$ cat src/rtl/vga_dac_pkg.sv
// Shared constants for the VGA DAC CPU port: I/O port offsets,
// FSM state encoding and the DAC state codes returned by 0x3C7.
package vga_dac_pkg;

  // Port offsets on the 2-bit addr bus
  localparam logic [1:0] PORT_PEL_MASK = 2'd0; // 0x3C6
  localparam logic [1:0] PORT_RD_INDEX = 2'd1; // 0x3C7
  localparam logic [1:0] PORT_WR_INDEX = 2'd2; // 0x3C8
  localparam logic [1:0] PORT_DATA     = 2'd3; // 0x3C9

  // Access FSM encoding
  localparam logic [1:0] ST_IDLE    = 2'd0;
  localparam logic [1:0] ST_RD_WAIT = 2'd1;
  localparam logic [1:0] ST_ACK     = 2'd2;

  // DAC state codes
  localparam logic [1:0] DAC_WRITE_MODE = 2'b00;
  localparam logic [1:0] DAC_READ_MODE  = 2'b11;

  // RGB component sequence: R -> G -> B -> R
  localparam logic [1:0] CYC_R = 2'd0;
  localparam logic [1:0] CYC_G = 2'd1;
  localparam logic [1:0] CYC_B = 2'd2;

endpackage

$ cat src/rtl/vga_dac_ptr.sv
// Palette index/cycle pointer with RGB auto-increment.
// Ports: clk, rst, load, load_value, inc -> index, cycle.
import vga_dac_pkg::*;

module vga_dac_ptr (
  input  logic       clk,
  input  logic       rst,
  input  logic       load,
  input  logic [7:0] load_value,
  input  logic       inc,
  output logic [7:0] index,
  output logic [1:0] cycle
);

  always_ff @(posedge clk) begin
    if (rst) begin
      index <= 8'h00;
      cycle <= CYC_R;
    end else if (load) begin
      index <= load_value;
      cycle <= CYC_R;
    end else if (inc) begin
      unique case (cycle)
        CYC_R: cycle <= CYC_G;
        CYC_G: cycle <= CYC_B;
        default: begin
          // B wraps back to R and steps the index (8-bit wrap)
          cycle <= CYC_R;
          index <= index + 8'd1;
        end
      endcase
    end
  end

endmodule

$ cat src/rtl/vga_dac_cpu_port.sv
// CPU-side VGA DAC port: decodes 0x3C6..0x3C9, keeps read/write
// pointers, drives palette write strobe and returns palette reads.
// Ports: stb/we/addr/wdata -> rdata/ack (CPU); pel_mask (pixel path);
//        write/write_* and read_data_*/read_data (palette RAM).
import vga_dac_pkg::*;

module vga_dac_cpu_port (
  input  logic       clk,
  input  logic       rst,
  input  logic       stb,
  input  logic       we,
  input  logic [1:0] addr,
  input  logic [7:0] wdata,
  output logic [7:0] rdata,
  output logic       ack,
  output logic [7:0] pel_mask,
  output logic       write,
  output logic [1:0] write_data_cycle,
  output logic [7:0] write_data_register,
  output logic [3:0] write_data,
  output logic [1:0] read_data_cycle,
  output logic [7:0] read_data_register,
  input  logic [3:0] read_data
);

  logic [1:0] state;
  logic [1:0] dac_state;
  logic       rd_pend;
  logic       wr_pend;
  logic       accept;
  logic       rd_load;
  logic       wr_load;
  logic       rd_inc;
  logic       wr_inc;
  logic [7:0] reg_rdata;

  assign accept  = (state == ST_IDLE) && stb;
  assign rd_load = accept && we && (addr == PORT_RD_INDEX);
  assign wr_load = accept && we && (addr == PORT_WR_INDEX);

  // Loads happen on acceptance, increments on the ACK edge,
  // so the two can never collide on one pointer.
  assign rd_inc = (state == ST_ACK) && rd_pend;
  assign wr_inc = (state == ST_ACK) && wr_pend;

  always_comb begin
    reg_rdata = 8'h00;
    unique case (addr)
      PORT_PEL_MASK: reg_rdata = pel_mask;
      PORT_RD_INDEX: reg_rdata = {6'b0, dac_state};
      PORT_WR_INDEX: reg_rdata = write_data_register;
      default:       reg_rdata = 8'h00;
    endcase
  end

  vga_dac_ptr u_rd_ptr (
    .clk        (clk),
    .rst        (rst),
    .load       (rd_load),
    .load_value (wdata),
    .inc        (rd_inc),
    .index      (read_data_register),
    .cycle      (read_data_cycle)
  );

  vga_dac_ptr u_wr_ptr (
    .clk        (clk),
    .rst        (rst),
    .load       (wr_load),
    .load_value (wdata),
    .inc        (wr_inc),
    .index      (write_data_register),
    .cycle      (write_data_cycle)
  );

  always_ff @(posedge clk) begin
    if (rst) begin
      state      <= ST_IDLE;
      ack        <= 1'b0;
      write      <= 1'b0;
      rdata      <= 8'h00;
      write_data <= 4'h0;
      pel_mask   <= 8'hFF;
      dac_state  <= DAC_WRITE_MODE;
      rd_pend    <= 1'b0;
      wr_pend    <= 1'b0;
    end else begin
      unique case (state)
        ST_IDLE: begin
          ack   <= 1'b0;
          write <= 1'b0;
          if (stb) begin
            if (!we && addr == PORT_DATA) begin
              // Palette RAM needs one clock to return data
              state   <= ST_RD_WAIT;
              rd_pend <= 1'b1;
            end else begin
              state <= ST_ACK;
              ack   <= 1'b1;
              if (we) begin
                unique case (addr)
                  PORT_PEL_MASK: pel_mask <= wdata;
                  PORT_RD_INDEX: dac_state <= DAC_READ_MODE;
                  PORT_WR_INDEX: dac_state <= DAC_WRITE_MODE;
                  default: begin
                    write      <= 1'b1;
                    write_data <= wdata[5:2];
                    wr_pend    <= 1'b1;
                  end
                endcase
              end else begin
                rdata <= reg_rdata;
              end
            end
          end
        end
        ST_RD_WAIT: begin
          rdata <= {2'b00, read_data, 2'b00};
          ack   <= 1'b1;
          state <= ST_ACK;
        end
        ST_ACK: begin
          ack     <= 1'b0;
          write   <= 1'b0;
          rd_pend <= 1'b0;
          wr_pend <= 1'b0;
          state   <= ST_IDLE;
        end
        default: begin
          ack     <= 1'b0;
          write   <= 1'b0;
          rd_pend <= 1'b0;
          wr_pend <= 1'b0;
          state   <= ST_IDLE;
        end
      endcase
    end
  end

endmodule

$ cat config.mk
export PLATFORM = sky130hd
export DESIGN_NAME = vga_dac_cpu_port
export DESIGN_NICKNAME = d
export VERILOG_FILES = /design/src/rtl/vga_dac_pkg.sv /design/src/rtl/vga_dac_ptr.sv /design/src/rtl/vga_dac_cpu_port.sv
export SDC_FILE = /design/constraint.sdc
export NUM_CORES = 1
export LEC_CHECK = 0
export CAP_MARGIN = 20
export CORE_ASPECT_RATIO = 1.1
export CORE_MARGIN = 1
export CORE_UTILIZATION = 40
export DETAILED_ROUTE_END_ITERATION = 8
export PLACE_DENSITY = 0.76
export SYNTH_ARGS = -nofsm -noshare
export SYNTH_HDL_FRONTEND = slang
export SYNTH_HIERARCHICAL = 1
export SYNTH_SLANG_ARGS = --single-unit
$ cat constraint.sdc
create_clock -name clk -period 5.3 [get_ports clk]
set_input_delay 0.795 -clock clk [delete_from_list [all_inputs] [get_ports clk]]
set_output_delay 0.795 -clock clk [all_outputs]
set_load 0.05 [all_outputs]
# == Yosys cells after proc, flatten, opt, wreduce, memory -nomap -nowiden ==
# Cells that the tools add are included.
# totals
latch_bits,0
ff_bits,48
n_memories,0
ram_bits,0
rom_bits,0
elab_cells,95
# op_classes
n_lt_le_gt_ge,0
n_addsub,2
multipliers,0
mux,33
eq_ne,15
div,0
bitwise_logic,3
shift,0
reduce_logical,29
# op_table
cell,n
two-way mux 8 bit,9
case mux 8 bit (3 select lines),1
AND reduction 5 bit,4
adder 8 x 1 -> 8 bit (second input constant),2
case mux 2 bit (2 select lines),4
case mux 8 bit (2 select lines),1
two-way mux 1 bit,12
!= test 2 bit (second input constant),5
equality test 2 x 1 -> 1 bit (second input constant),4
zero test 2 bit,4
case mux 1 bit (2 select lines),4
nonzero test 2 bit,4
OR reduction 2 bit,4
logical AND 1 bit,7
equality test 2 bit (second input constant),3
!= test 2 x 1 -> 1 bit (second input constant),3
two-way mux 2 bit,2
AND reduction 2 bit,2
AND reduction 4 bit,1
NOT 1 bit,3
AND reduction 3 bit,1
OR reduction 3 bit,1
zero test 1 bit,1

# == Depth between registers and ports, before layout ==
# Gate-level depths: netlist of run 1.
# logic_depth
depth_word,7
depth_mapped,9

# == Cells and area by module ==
# The synthesis of run 1 kept the hierarchy.
# modules_own_cells
module,area_each_um2,n_inst,cells_each
vga_dac_cpu_port,1252.5,1,140
vga_dac_ptr,524.3,2,62

# == Worst setup path after synthesis of run 1 ==
# No wires, ideal clock.
# synth_path
path_type,input port to flip-flop
start,input we
end,register u_rd_ptr.index[4]
setup_slack_ps,3035
setup_time_ps,91
required_time_ps,5209
path_stages,8
n_path_buf,3
arrival_ps,2174
cell_sequence,and4bb_2 > clkbuf_1 > buf_4 > and2_1 > inv_1 > clkbuf_1 > nor2_1 > a311oi_1
# synth_between
elab_chain_cells,4
word_cells_on_any_way,6
# synth_rtl
element,line_no,rtl
start: declaration,vga_dac_cpu_port.sv:11,"input logic we,"
logical AND 1 bit (*) (2 in a row),vga_dac_cpu_port.sv:38,assign rd_load = accept && we && (addr == PORT_RD_INDEX);
named net rd_load,vga_dac_cpu_port.sv:31,logic rd_load;
!= test 2 x 1 -> 1 bit (no source line) or nonzero test 2 bit (tied branches),n/a,
AND reduction 2 bit (no source line),n/a,
end signal: assignment,vga_dac_ptr.sv:20,index <= load_value;
end signal: assignment,vga_dac_ptr.sv:29,index <= index + 8'd1;
end: declaration,vga_dac_ptr.sv:11,"output logic [7:0] index,"
# The timed path passes the listed nets; every way through them passes the cells marked *.
# A chain may end at the register's enable or synchronous reset.

# == Worst setup path after layout of run 1 ==
# layout_path
start,input addr[0]
end,register rdata[0]
# layout_between
elab_chain_cells,6
word_cells_on_any_way,12
# layout_rtl
element,line_no,rtl
start: declaration,vga_dac_cpu_port.sv:12,"input logic [1:0] addr,"
"equality test 2 bit, or another cell as far along",vga_dac_cpu_port.sv:48,unique case (addr)
case mux 8 bit (3 select lines),vga_dac_cpu_port.sv:48,
two-way mux 8 bit,vga_dac_cpu_port.sv:100,if (we) begin
two-way mux 8 bit,vga_dac_cpu_port.sv:93,if (!we && addr == PORT_DATA) begin
two-way mux 8 bit,vga_dac_cpu_port.sv:92,if (stb) begin
case mux 8 bit (2 select lines),vga_dac_cpu_port.sv:88,unique case (state)
end signal: assignment,vga_dac_cpu_port.sv:112,rdata <= reg_rdata;
end signal: assignment,vga_dac_cpu_port.sv:118,"rdata <= {2'b00, read_data, 2'b00};"
end: declaration,vga_dac_cpu_port.sv:14,"output logic [7:0] rdata,"
# Several ways; a longest one is shown, not always the timed one. The select of a mux whose other input is x is not followed.

==> results.py, run 1 <==
metrics = {
    "sta": {
        "hold_violations": 0,
        "timing.final.crit_share_pct": 50.0,
        "rsz0062_at_grt": "no",
        "skew_ns": 0.00856,
        "tns_ns": 0,
        "tightest_slew_ns": 0.725,
        "finalSetupViolCount": 0,
        "timing.fmax_ghz": 0.378,
        "slew_violations": 0,
        "relSlewSlack_pct": 51.6,
        "period_minus_slack_ns": 2.65,
    },
    "global_route": {
        "grt-ovfl-total": 0,
        "antenna_found_initial": 0,
        "gr-usage-met2_pct": 33.0,
        "busiest_layer": "met2",
        "grt_first_pass_wirelength_mm": 9.28,
        "groute.usage.overall_pct": 20.2,
        "grt.met1_usage_pct": 26.6,
        "grt_max_degree": 46,
        "met3_usage_pct": 3.93,
        "first_global_vias": 1912,
    },
    "worst_setup_path": {
        "startpoint_type": "primary input",
        "critPathMaxStageDelay_ns": 0.65,
        "crit_buf_inv": 1,
        "worst_setup_path_end_kind": "flip-flop",
        "timing.critical_path.arrival_ns": 2.87,
        "timing.rr.end": "u_rd_ptr/index[1]",
        "r2r-start": "state[1]",
        "critPathMaxFanout": 11,
        "reg2reg_slack_ns": 3.29,
        "cp_slowest_cell": "or4b_1",
        "reg2reg_depth": 5,
        "critPathRequiredTime_ns": 5.53,
        "path_delay_family": "simple AND/OR/NAND/NOR gates",
        "critPathKind": "primary input to flip-flop",
        "path_cells": "clkdlybuf4s50_1 > ha_1 > or4b_1 > or4_1 > a21oi_1",
    },
    "yosys": {
        "synth_edf_count": 0,
        "ys_seq_area_share_pct": 40.9,
        "synth_cell_type_count": 45,
        "ys_warn_count": 6,
        "synthCells": 264,
        "synth_area_sq_um": 2300,
        "ys.flop_type": "dfxtp_1",
        "avgSynthCellArea_sq_um": 8.72,
        "synth_fp_nets": 288,
        "ys_ff_latch": 47,
        "synth-async-reset-ratio_pct": 0,
    },
    "detailed_routing": {
        "drt_first_iter_violations": 218,
        "remaining_drc_errors": 0,
        "vias_per_cell": 5.68,
        "firstDrtPassIters": 4,
        "vias": 2194,
        "wire_per_inst_um": 15.4,
        "ant_nets": 0,
        "drt-total-wl_mm": 5.94,
    },
    "floorplan": {
        "die_area_sq_um": 6060,
        "row_count": 28,
        "ioPinCount": 60,
        "core_sq_um": 5470,
        "die_h_um": 81.5,
        "die_w_um": 74.3,
        "start_util_pct": 42.1,
    },
    "pwr": {
        "total_power_uw": 692,
        "p_per_area_nw_per_um2": 232,
        "vdd_drop_max_uv": 106,
        "p_leak_nw": 1.04,
    },
    "hold_path": {
        "min_to": "write",
        "min_path_type": "flip-flop to flip-flop",
        "min_from": "write",
        "hold_path_depth": 2,
    },
    "clock_tree": {
        "post_cts_resized": 0,
        "htreeDepth": 2,
        "numCtsBuffers": 5,
        "postCtsSetupRepairBufs": 0,
        "clock_sinks": 47,
        "holdBufCountCts": 0,
        "cts_buffer_depth": 2,
        "clk_pin_slew_worst_paths_ns": 0.08,
        "root_buffer": "clkbuf_8",
        "cts_tree": "done",
        "clk_latency_ns": 0.30,
    },
    "cells_and_area": {
        "nets": 336,
        "area_growth_pct": 29.5,
        "fillers": 522,
        "drive_gt1_share_pct": 4.18,
        "antenna_cells": 0,
        "final_cells": 386,
    },
    "flow_run": {
        "maxCapViolCount": 0,
    },
    "placement": {
        "place_inst": 379,
        "port_buffers": 59,
        "dp_hpwl_mm": 4.27,
        "gp_congestion": 0.837,
    },
    "outcome": {
        "status": "finished clean",
    },
}
[registers in the layout (all words and copies together) (netlist names)]
name / cells
state: 2
u_wr_ptr/cycle: 2
u_wr_ptr/index: 8
u_rd_ptr/cycle: 2
write_data: 4
write: 1
rdata: 8
dac_state: 1
rd_pend: 1
u_rd_ptr/index: 8
wr_pend: 1
ack: 1
pel_mask: 8
[cell families after synthesis]
logic type | share of synthesized area (%)
buf+inv | 5.22
simple gates | 26.3
fa+ha+maj | 3.26
flops | 40.9
compound gates | 22.0
xor+xnor | 2.28
[power by group]
part / switching, mW / internal (mW)
logic: 0.0724 / 0.0452
clock network: 0.112 / 0.0882
registers: 0.0108 / 0.364
[worst register-to-register path, cell delays in order (launching register included)]
cell and delay (ns):
dfxtp_1 0.51, and4bb_2 0.39, and2_1 0.28, inv_1 0.34, nor2_1 0.13, a311oi_1 0.26
[cell usage in the layout (no fill, tap or decap), types with 4 or more instances in the layout]
master / count
o21ai_0: 9
and3_1: 10
nor3_1: 4
nand2_1: 19
xnor2_1: 4
a311oi_1: 11
nor2_1: 20
ha_1: 6
a211oi_1: 4
a31oi_1: 4
o211ai_1: 6
a211o_1: 8
or4_1: 6
nand4_1: 4
a22o_1: 6
a21oi_1: 13
or3_1: 4
dfxtp_1: 47
nand3_1: 20
inv_1: 8
clkbuf_8: 5
clkdlybuf4s50_1: 59
[how the worst max path moves through the flow]
stage | from | endpoint | slack (ns) | cells past startpoint
final | addr[0] | rdata[0] | 2.65 | 5
after global routing | addr[0] | rdata[1] | 2.56 | 5
after CTS | addr[0] | rdata[4] | 2.55 | 5
after detailed placement | addr[0] | rdata[4] | 2.24 | 5
after global placement | addr[0] | rdata[4] | 2.39 | 5
after floorplan | we | u_rd_ptr/index[4] | 3.04 | 8
[cells in the mapped netlist, types with 6 or more instances]
library cell / number / area (sq um)
o21ai_0: 9 / 45.0
clkbuf_1: 13 / 48.8
dfxtp_1: 47 / 941
o211ai_1: 6 / 45.0
nand2_1: 19 / 71.3
a211o_1: 8 / 70.1
nor2_1: 20 / 75.1
a311oi_1: 11 / 96.3
a22o_1: 6 / 52.6
or4_1: 6 / 45.0
a21oi_1: 13 / 65.1
and3_1: 10 / 62.6
ha_1: 6 / 75.1
inv_1: 8 / 30.0
nand3_1: 20 / 100
[metal layers]
metal	wire (um)	vias up	part of all wire, %
met3	430	8	7.2
met5	0	-	0
met1	2650	1021	45
met4	79	0	1.3
li1	-	1085	-
met2	2780	80	47
[cell type report]
cell class,instances,area [sq um],share of cell area [%]
timing repair buffer,61,603,20.2
sequential,47,941,31.6
inverter,8,30.0,1.01
tap,75,93.8,3.15
clock buffer,6,72.6,2.43
multi-input combinational,189,1240,41.6
[per-stage QoR]
| stage | utilization (%) | hold slack, ns | instance area [sq um] | setup WS, ns |
|---|---|---|---|---|
| floorplan | - | 0.433 | 2300 | 3.04 |
| global placement | 53.1 | 0.443 | 2900 | 2.39 |
| detailed placement | 53.1 | 0.453 | 2900 | 2.24 |
| CTS | 54.4 | 0.464 | 2980 | 2.55 |
| global route | 54.5 | 0.499 | 2980 | 2.56 |
| finish | 54.5 | 0.459 | 2980 | 2.65 |
Note: power is estimated with default switching activity, not from simulation.
==> run 2, diff against run 1 <==
==> constraint.sdc (replaced) <==
create_clock -name clk -period 2.6 [get_ports clk]
set_input_delay 0.39 -clock clk [delete_from_list [all_inputs] [get_ports clk]]
set_output_delay 0.39 -clock clk [all_outputs]
set_load 0.05 [all_outputs]
==> results.py, run 2 (synthesis gave the netlist of run 1 again) <==
metrics = {
    "sta": {
        "finalSetupViolCount": 0,
        "slew_violations": 0,
        "skew_ns": 0.00633,
        "hold_violations": 0,
        "timing.final.crit_share_pct": 79.6,
        "timing.fmax_ghz": 0.483,
        "tightest_slew_ns": 0.711,
        "relSlewSlack_pct": 52.5,
        "tns_ns": 0,
        "period_minus_slack_ns": 2.07,
        "rsz0062_at_grt": "no",
    },
    "cells_and_area": {
        "register_area_sq_um": 941,
        "final_cell_mix": "59 x clkdlybuf4s50_1, 47 x dfxtp_1, 20 x nor2_1, 20 x nand3_1, 19 x nand2_1",
        "area_growth_pct": 31.9,
        "fillers": 545,
        "final_common_cell": "clkdlybuf4s50_1",
        "drive_gt1_share_pct": 6.31,
        "antenna_cells": 0,
        "nets": 341,
        "multi_input_area_sq_um": 1240,
        "final_cells": 392,
    },
    "clock_tree": {
        "postCtsSetupRepairBufs": 0,
        "cts_buffer_depth": 2,
        "htreeDepth": 2,
        "clk_pin_slew_worst_paths_ns": 0.09,
        "post_cts_resized": 0,
        "holdBufCountCts": 0,
        "clk_latency_ns": 0.30,
        "root_buffer": "clkbuf_8",
        "numCtsBuffers": 5,
        "clock_sinks": 47,
        "cts_tree": "done",
    },
    "global_route": {
        "grt-ovfl-total": 0,
        "groute.usage.overall_pct": 21.3,
        "antenna_found_initial": 0,
        "grt_first_pass_wirelength_mm": 9.92,
        "grt_max_degree": 27,
        "first_global_vias": 2104,
    },
    "pwr": {
        "p_clk_share_pct": 30.7,
        "vdd_drop_max_uv": 213,
        "pwr-share-comb_pct": 16.9,
        "p_switching_uw": 408,
        "p_leak_nw": 1.08,
        "pwr-share-seq_pct": 52.4,
        "netSwitchingFraction_pct": 28.0,
        "p_int_mw": 1.05,
        "p_per_area_nw_per_um2": 480,
    },
    "worst_setup_path": {
        "critPathRequiredTime_ns": 2.21,
        "critPathMaxStageDelay_ns": 0.88,
        "endpoint": "write_data_register[0]",
        "timing.rr.end": "u_wr_ptr/index[6]",
        "cp_slowest_cell": "clkdlybuf4s50_1",
        "path_delay_family": "buffers and inverters",
        "critPathKind": "flip-flop to primary output",
        "startpoint_type": "flip-flop",
        "reg2reg_slack_ns": 0.69,
        "path_depth": 1,
        "timing.critical_path.arrival_ns": 1.68,
        "crit_buf_inv": 1,
        "r2r-start": "state[1]",
        "crit_start": "u_wr_ptr/index[0]",
        "path_cells": "clkdlybuf4s50_1",
        "reg2reg_depth": 4,
        "worst_setup_path_end_kind": "primary output",
        "critPathMaxFanout": 6,
    },
    "detailed_routing": {
        "remaining_drc_errors": 0,
        "vias_per_cell": 5.66,
        "ant_nets": 0,
        "firstDrtPassIters": 4,
        "wire_per_inst_um": 15.5,
        "drt-total-wl_mm": 6.07,
        "drt_first_iter_violations": 173,
        "vias": 2219,
    },
    "placement": {
        "port_buffers": 59,
        "gp_congestion": 0.882,
        "dp_hpwl_mm": 4.50,
        "place_inst": 385,
    },
    "floorplan": {
        "start_util_pct": 42.1,
        "core_sq_um": 5470,
        "ioPinCount": 60,
        "die_area_sq_um": 6060,
        "row_count": 28,
        "die_w_um": 74.3,
        "die_h_um": 81.5,
    },
    "hold_path": {
        "min_path_type": "flip-flop to flip-flop",
        "min_from": "write",
    },
    "outcome": {
        "status": "finished clean",
    },
    "flow_run": {
        "maxCapViolCount": 0,
    },
}
==> run 2: cell type report <==
class / count / area share [%]
Timing Repair Buffer: 66 / 21.2
Inverter: 8 / 0.989
Multi-Input combinational cell: 189 / 40.8
Tap cell: 75 / 3.09
Sequential cell: 47 / 31.0
Clock inverter: 1 / 0.165
Clock buffer: 6 / 2.72
==> run 2: worst min path at each step <==
| stage | end | cells past startpoint |
|---|---|---|
| final | write | 2 |
| after global routing | rd_pend | 1 |
| after CTS | write | 2 |
| after detailed placement | write | 2 |
| after global placement | write | 2 |
| after floorplan | rd_pend | 1 |
==> run 2: worst reg2reg max path, delay by kind of cell (launching register included) <==
family	cells	cell delay, ns
flops	1	0.50
compound gates	1	0.17
simple gates	3	1.17
==> run 2: per-stage QoR <==
step	utilization, %	hold slack [ns]	worst slack (ns)	power [mW]	area [sq um]
global route	55.5	0.483	0.492	1.51	3040
CTS	55.5	0.461	0.545	1.46	3040
floorplan	-	0.433	0.656	0.927	2300
detailed placement	53.9	0.449	0.282	1.02	2950
finish	55.5	0.458	0.531	1.46	3040
global placement	53.9	0.442	0.329	1.02	2950
==> run 2: power groups by stage <==
stage               Combinational (mW)  Clock, mW  Sequential [mW]
floorplan                       0.0862          0            0.840
global placement                 0.243          0            0.779
detailed placement               0.244          0            0.780
CTS                              0.245      0.452            0.763
global route                     0.262      0.478            0.767
finish                           0.246      0.447            0.763
==> run 2: routing by layer <==
metal  vias to the layer above  share of wire [%]  global-route usage, %
li1                       1097                  -                      -
met1                      1057                 47                   26.3
met2                        59                 48                   37.0
met3                         6                4.3                   4.42
met4                         0               0.81                   6.42
met5                         -                  0                      0
==> run 3, diff against run 2 <==
--- a/config.mk
+++ b/config.mk
@@ -10,7 +10,7 @@
 export CORE_MARGIN = 1
 export CORE_UTILIZATION = 40
 export DETAILED_ROUTE_END_ITERATION = 8
-export PLACE_DENSITY = 0.76
+export PLACE_DENSITY = 0.78
 export SYNTH_ARGS = -nofsm -noshare
 export SYNTH_HDL_FRONTEND = slang
 export SYNTH_HIERARCHICAL = 1
==> constraint.sdc (replaced) <==
create_clock -name clk -period 1.87 [get_ports clk]
set_input_delay 0.2805 -clock clk [delete_from_list [all_inputs] [get_ports clk]]
set_output_delay 0.2805 -clock clk [all_outputs]
set_load 0.05 [all_outputs]
==> results.py, run 3 (synthesis gave the netlist of run 1 again) <==
metrics = {
    "sta": {
        "rsz0062_at_grt": "yes",
        "period_minus_slack_ns": 1.87,
        "tightest_slew_ns": 0.695,
        "timing.fmax_ghz": 0.534,
        "slew_violations": 0,
        "hold_violations": 0,
        "timing.final.crit_share_pct": 100,
        "skew_ns": 0.00425,
        "finalSetupViolCount": 1,
        "relSlewSlack_pct": 53.6,
        "setup_slack_ns": -0.00156,
    },
    "pwr": {
        "p_int_mw": 1.45,
        "p_per_area_nw_per_um2": 636,
        "p_switching_uw": 575,
        "p_leak_nw": 1.25,
        "total_power_mw": 2.02,
        "pwr-share-seq_pct": 52.4,
        "p_clk_share_pct": 29.3,
        "vdd_drop_max_uv": 409,
        "netSwitchingFraction_pct": 28.4,
        "pwr-share-comb_pct": 18.3,
    },
    "global_route": {
        "antenna_found_initial": 0,
        "grt_max_degree": 20,
        "grt-ovfl-total": 0,
        "groute.usage.overall_pct": 21.3,
        "first_global_vias": 2138,
        "grt_first_pass_wirelength_mm": 9.90,
    },
    "worst_setup_path": {
        "cp_slowest_cell": "or4_1",
        "timing.critical_path.arrival_ns": 2.09,
        "path_cells": "clkdlybuf4s50_1 > buf_4 > inv_1 > ha_1 > and2_2 > or4_1 > a31oi_1",
        "crit_buf_inv": 3,
        "path_delay_family": "simple AND/OR/NAND/NOR gates",
        "critPathMaxStageDelay_ns": 0.51,
        "critPathKind": "primary input to flip-flop",
        "startpoint_type": "primary input",
        "critPathMaxFanout": 8,
        "critPathRequiredTime_ns": 2.09,
        "worst_setup_path_end_kind": "flip-flop",
    },
    "cells_and_area": {
        "nets": 361,
        "final_cell_mix": "47 x dfxtp_1, 44 x clkdlybuf4s50_1, 36 x buf_4, 20 x nor2_1, 20 x nand3_1",
        "drive_gt1_share_pct": 16.3,
        "fin_util_pct": 58.2,
        "final_common_cell": "dfxtp_1",
        "antenna_cells": 0,
        "area_growth_pct": 38.2,
    },
    "hold_path": {
        "min_path_type": "flip-flop to flip-flop",
    },
    "clock_tree": {
        "cts_buffer_depth": 2,
        "clock_sinks": 47,
        "clk_pin_slew_worst_paths_ns": 0.08,
        "htreeDepth": 2,
        "numCtsBuffers": 5,
        "root_buffer": "clkbuf_8",
        "clk_latency_ns": 0.30,
        "cts_tree": "done",
        "holdBufCountCts": 0,
    },
    "outcome": {
        "violations": "setup timing",
        "status": "complete, but fails checks",
    },
    "flow_run": {
        "maxCapViolCount": 0,
    },
    "floorplan": {
        "start_util_pct": 42.1,
        "die_area_sq_um": 6060,
        "die_h_um": 81.5,
        "die_w_um": 74.3,
        "row_count": 28,
        "core_sq_um": 5470,
        "ioPinCount": 60,
    },
    "placement": {
        "gp_congestion": 0.834,
        "port_buffers": 59,
        "dp_hpwl_mm": 4.63,
    },
    "detailed_routing": {
        "firstDrtPassIters": 5,
        "wire_per_inst_um": 15.2,
        "dr_wl_met2_mm": 2.96,
        "wirelength_met1_mm": 2.80,
        "drt_first_iter_violations": 123,
        "drt-total-wl_mm": 6.29,
        "top_layer": "met4",
        "remaining_drc_errors": 0,
        "vias_per_cell": 5.70,
        "met3RoutedLength_um": 425,
        "ant_nets": 0,
        "vias": 2354,
    },
}
run 3: changes by cell type in the layout (fill, tap and decap cells not counted), sizes merged:
cell / before / now
inv: 8 / 6
clkdlybuf4s50: 59 / 44
dlymetal6s2s: 0 / 3
clkbuf: 6 / 7
clkinvlp: 0 / 4
buf: 7 / 37
run 3: final cells by class:
cell class              count  area [sq um]
clock inverters             1          5.00
well taps                  75          93.8
inverters                   8          37.5
flip-flops and latches     47           941
fillers                   535          2290
repair buffers             84           768
repair inverters            2          15.0
clock buffers               7          76.3
multi-input cells         189          1240
run 3: worst register-to-register path: stages (launching register included):
cell,delay (ns)
dfxtp_1,0.51
and4bb_2,0.30
and2_2,0.28
or4_1,0.51
a31oi_1,0.19
run 3: per-stage QoR:
stage	hold WS (ns)	TNS [ns]	instance area [sq um]	instances	worst slack, ns
after global placement	0.443	-4.81	3070	403	-0.251
final	0.470	-0.00156	3180	413	-0.00156
after global routing	0.488	-0.276	3180	413	-0.0582
after CTS	0.473	0	3150	411	0.0152
after detailed placement	0.460	-6.20	3070	403	-0.290
after floorplan	0.428	-0.0205	2310	264	-0.00514
run 3: worst paths after layout:
path,slack [ns],depth (start not counted),from,to
max,-0.002,7,addr[0],u_wr_ptr/index[6]
min,0.47,2,rdata[0],rdata[0]
max reg2reg,0.01,4,state[1],u_wr_ptr/index[6]
min reg2reg,0.47,2,rdata[0],rdata[0]
run 3: power groups by stage:
| stage | Combinational (mW) | Sequential (mW) | Clock [mW] |
|---|---|---|---|
| after detailed placement | 0.365 | 1.08 | 0 |
| after CTS | 0.367 | 1.06 | 0.608 |
| after floorplan | 0.123 | 1.17 | 0 |
| after global placement | 0.360 | 1.08 | 0 |
| final | 0.370 | 1.06 | 0.593 |
| after global routing | 0.395 | 1.06 | 0.649 |
run 3: metal layers:
metal,vias up,GRT usage (%)
met5,-,0
met4,0,6.98
met3,11,4.66
met2,103,34.7
met1,1110,27.9
li1,1130,-
run 3: repair_timing:
action	in CTS	in global routing
buffers inserted	0	0
endpoints found under the hold margin	0	0
gates resized for setup	0	9
endpoints found under the setup margin	0	19
==> RTL change (flow settings as in run 3) <==
Make the reset (`rst`) asynchronous in 2 clocked blocks.
--- a/src/rtl/vga_dac_ptr.sv
+++ b/src/rtl/vga_dac_ptr.sv
@@ -13,5 +13,5 @@
 );
 
-  always_ff @(posedge clk) begin
+  always_ff @(posedge clk or posedge rst) begin
     if (rst) begin
       index <= 8'h00;
--- a/src/rtl/vga_dac_cpu_port.sv
+++ b/src/rtl/vga_dac_cpu_port.sv
@@ -74,5 +74,5 @@
   );
 
-  always_ff @(posedge clk) begin
+  always_ff @(posedge clk or posedge rst) begin
     if (rst) begin
       state      <= ST_IDLE;
Check against the original RTL: differs if rst is asserted again (counterexample within 4 cycles, from zero or initial values and one cycle with rst high); with rst held inactive, the same outputs for 4 cycles.
==> RTL change against run 3 <==
Setup slack improved by 0.050 ns. Maximum frequency rose by 2.7%. Sequential cell count unchanged. Highest routed layer unchanged. Critical endpoint is now read_data_register[5]. Largest cell class is now flip-flops and latches. Area after synthesis up 7.0%. Design area is 2.6% higher. Final cell count decreased by 10%. Critical path type is now reg -> out. Routed wire length down 5.9%. Register-to-register slack improved by 0.11 ns.
Power is not compared: it rests on default switching activity, and its combinational part moved more than twofold at a synthesized area within 25%.
==> RTL change: results (changes against run 3) <==
multi-input gates=149 (was 189); Worst Reg-to-Reg Cells=5 (was 4); minimum setup slack among reg-to-reg paths=0.12 ns (was 0.01 ns); Layout Nets=317 (was 361); crit path from=u_rd_ptr/index[5] (was addr[0]); # clk buffers=8 (was 7); proportion of final cell area spent on non-clock buffers=20.7% (was 24.2%); weighted congestion at the end of routability-driven global placement=0.839 (was 0.834); Avg Synthesized Cell Area=11.3 um2 (was 8.72 um2); Distinct cells, synth=37 (was 45); Met2 Routed Length=2890 um (was 2960 um); crit path capture=read_data_register[5] (was u_wr_ptr/index[6]); met1 routing resource usage after global routing=25.2% (was 27.9%); Non-CTS buffers=77 (was 84); detailed-router iteration count before antenna repair=4 (was 5); storage element area=1190 um2 (was 941 um2); aggregate global-route resource usage=19.5% (was 21.3%); vias per cell=5.38 (was 5.70); number of global-route vias before repair=1,988 (was 2,138); Critical Path Max Stage Delay=0.83 ns (was 0.51 ns); top cells by count, synth=39 x sky130_fd_sc_hd__dfrtp_1, 20 x sky130_fd_sc_hd__nand2_1, 13 x sky130_fd_sc_hd__inv_1, 12 x sky130_fd_sc_hd__mux2_4, 12 x sky130_fd_sc_hd__nand3_1 (was 47 x sky130_fd_sc_hd__dfxtp_1, 20 x sky130_fd_sc_hd__nand3_1, 20 x sky130_fd_sc_hd__nor2_1, 19 x sky130_fd_sc_hd__nand2_1); slowest stage cell on the critical path=sky130_fd_sc_hd__clkdlybuf4s50_1 (was sky130_fd_sc_hd__or4_1); Seq/Total Area, Yosys=48.2% (was 40.9%); run status=complete, no violations (was finished, violations left); violation count after the first detailed-routing iteration=147 (was 123); critical path arrival=1.54 ns (was 2.09 ns); layout cells sized above 1=25.5% (was 16.3%)
==> RTL change: repair_timing <==
item	4_1_cts	5_1_grt
endpoints found under the setup margin	1	1
gates resized for setup	1	1
pin swaps	0	0
gates cloned	0	0
hold buffers	0	0
==> RTL change: per-stage QoR <==
step	setup WS, ns	instance area, um2	util, %	hold slack [ns]
2_1_floorplan	0.0234	2470	-	0.121
3_3_place_gp	-0.137	3180	54.4	0.452
3_5_place_dp	-0.204	3180	54.4	0.468
4_1_cts	0.00913	3260	55.8	0.323
5_1_grt	0.0110	3260	55.8	0.362
6_report	0.0482	3260	55.8	0.333
==> RTL change: cells by family (layout without fill, tap and decap cells) <==
group,count (synthesis),in the layout,synth area share (%)
compound gates,37,37,10.2
xor+xnor,4,4,1.42
fa+ha+maj,6,6,3.05
buf+inv,21,98,4.27
flops,47,47,48.2
mux,24,24,12.6
simple gates,78,78,20.2
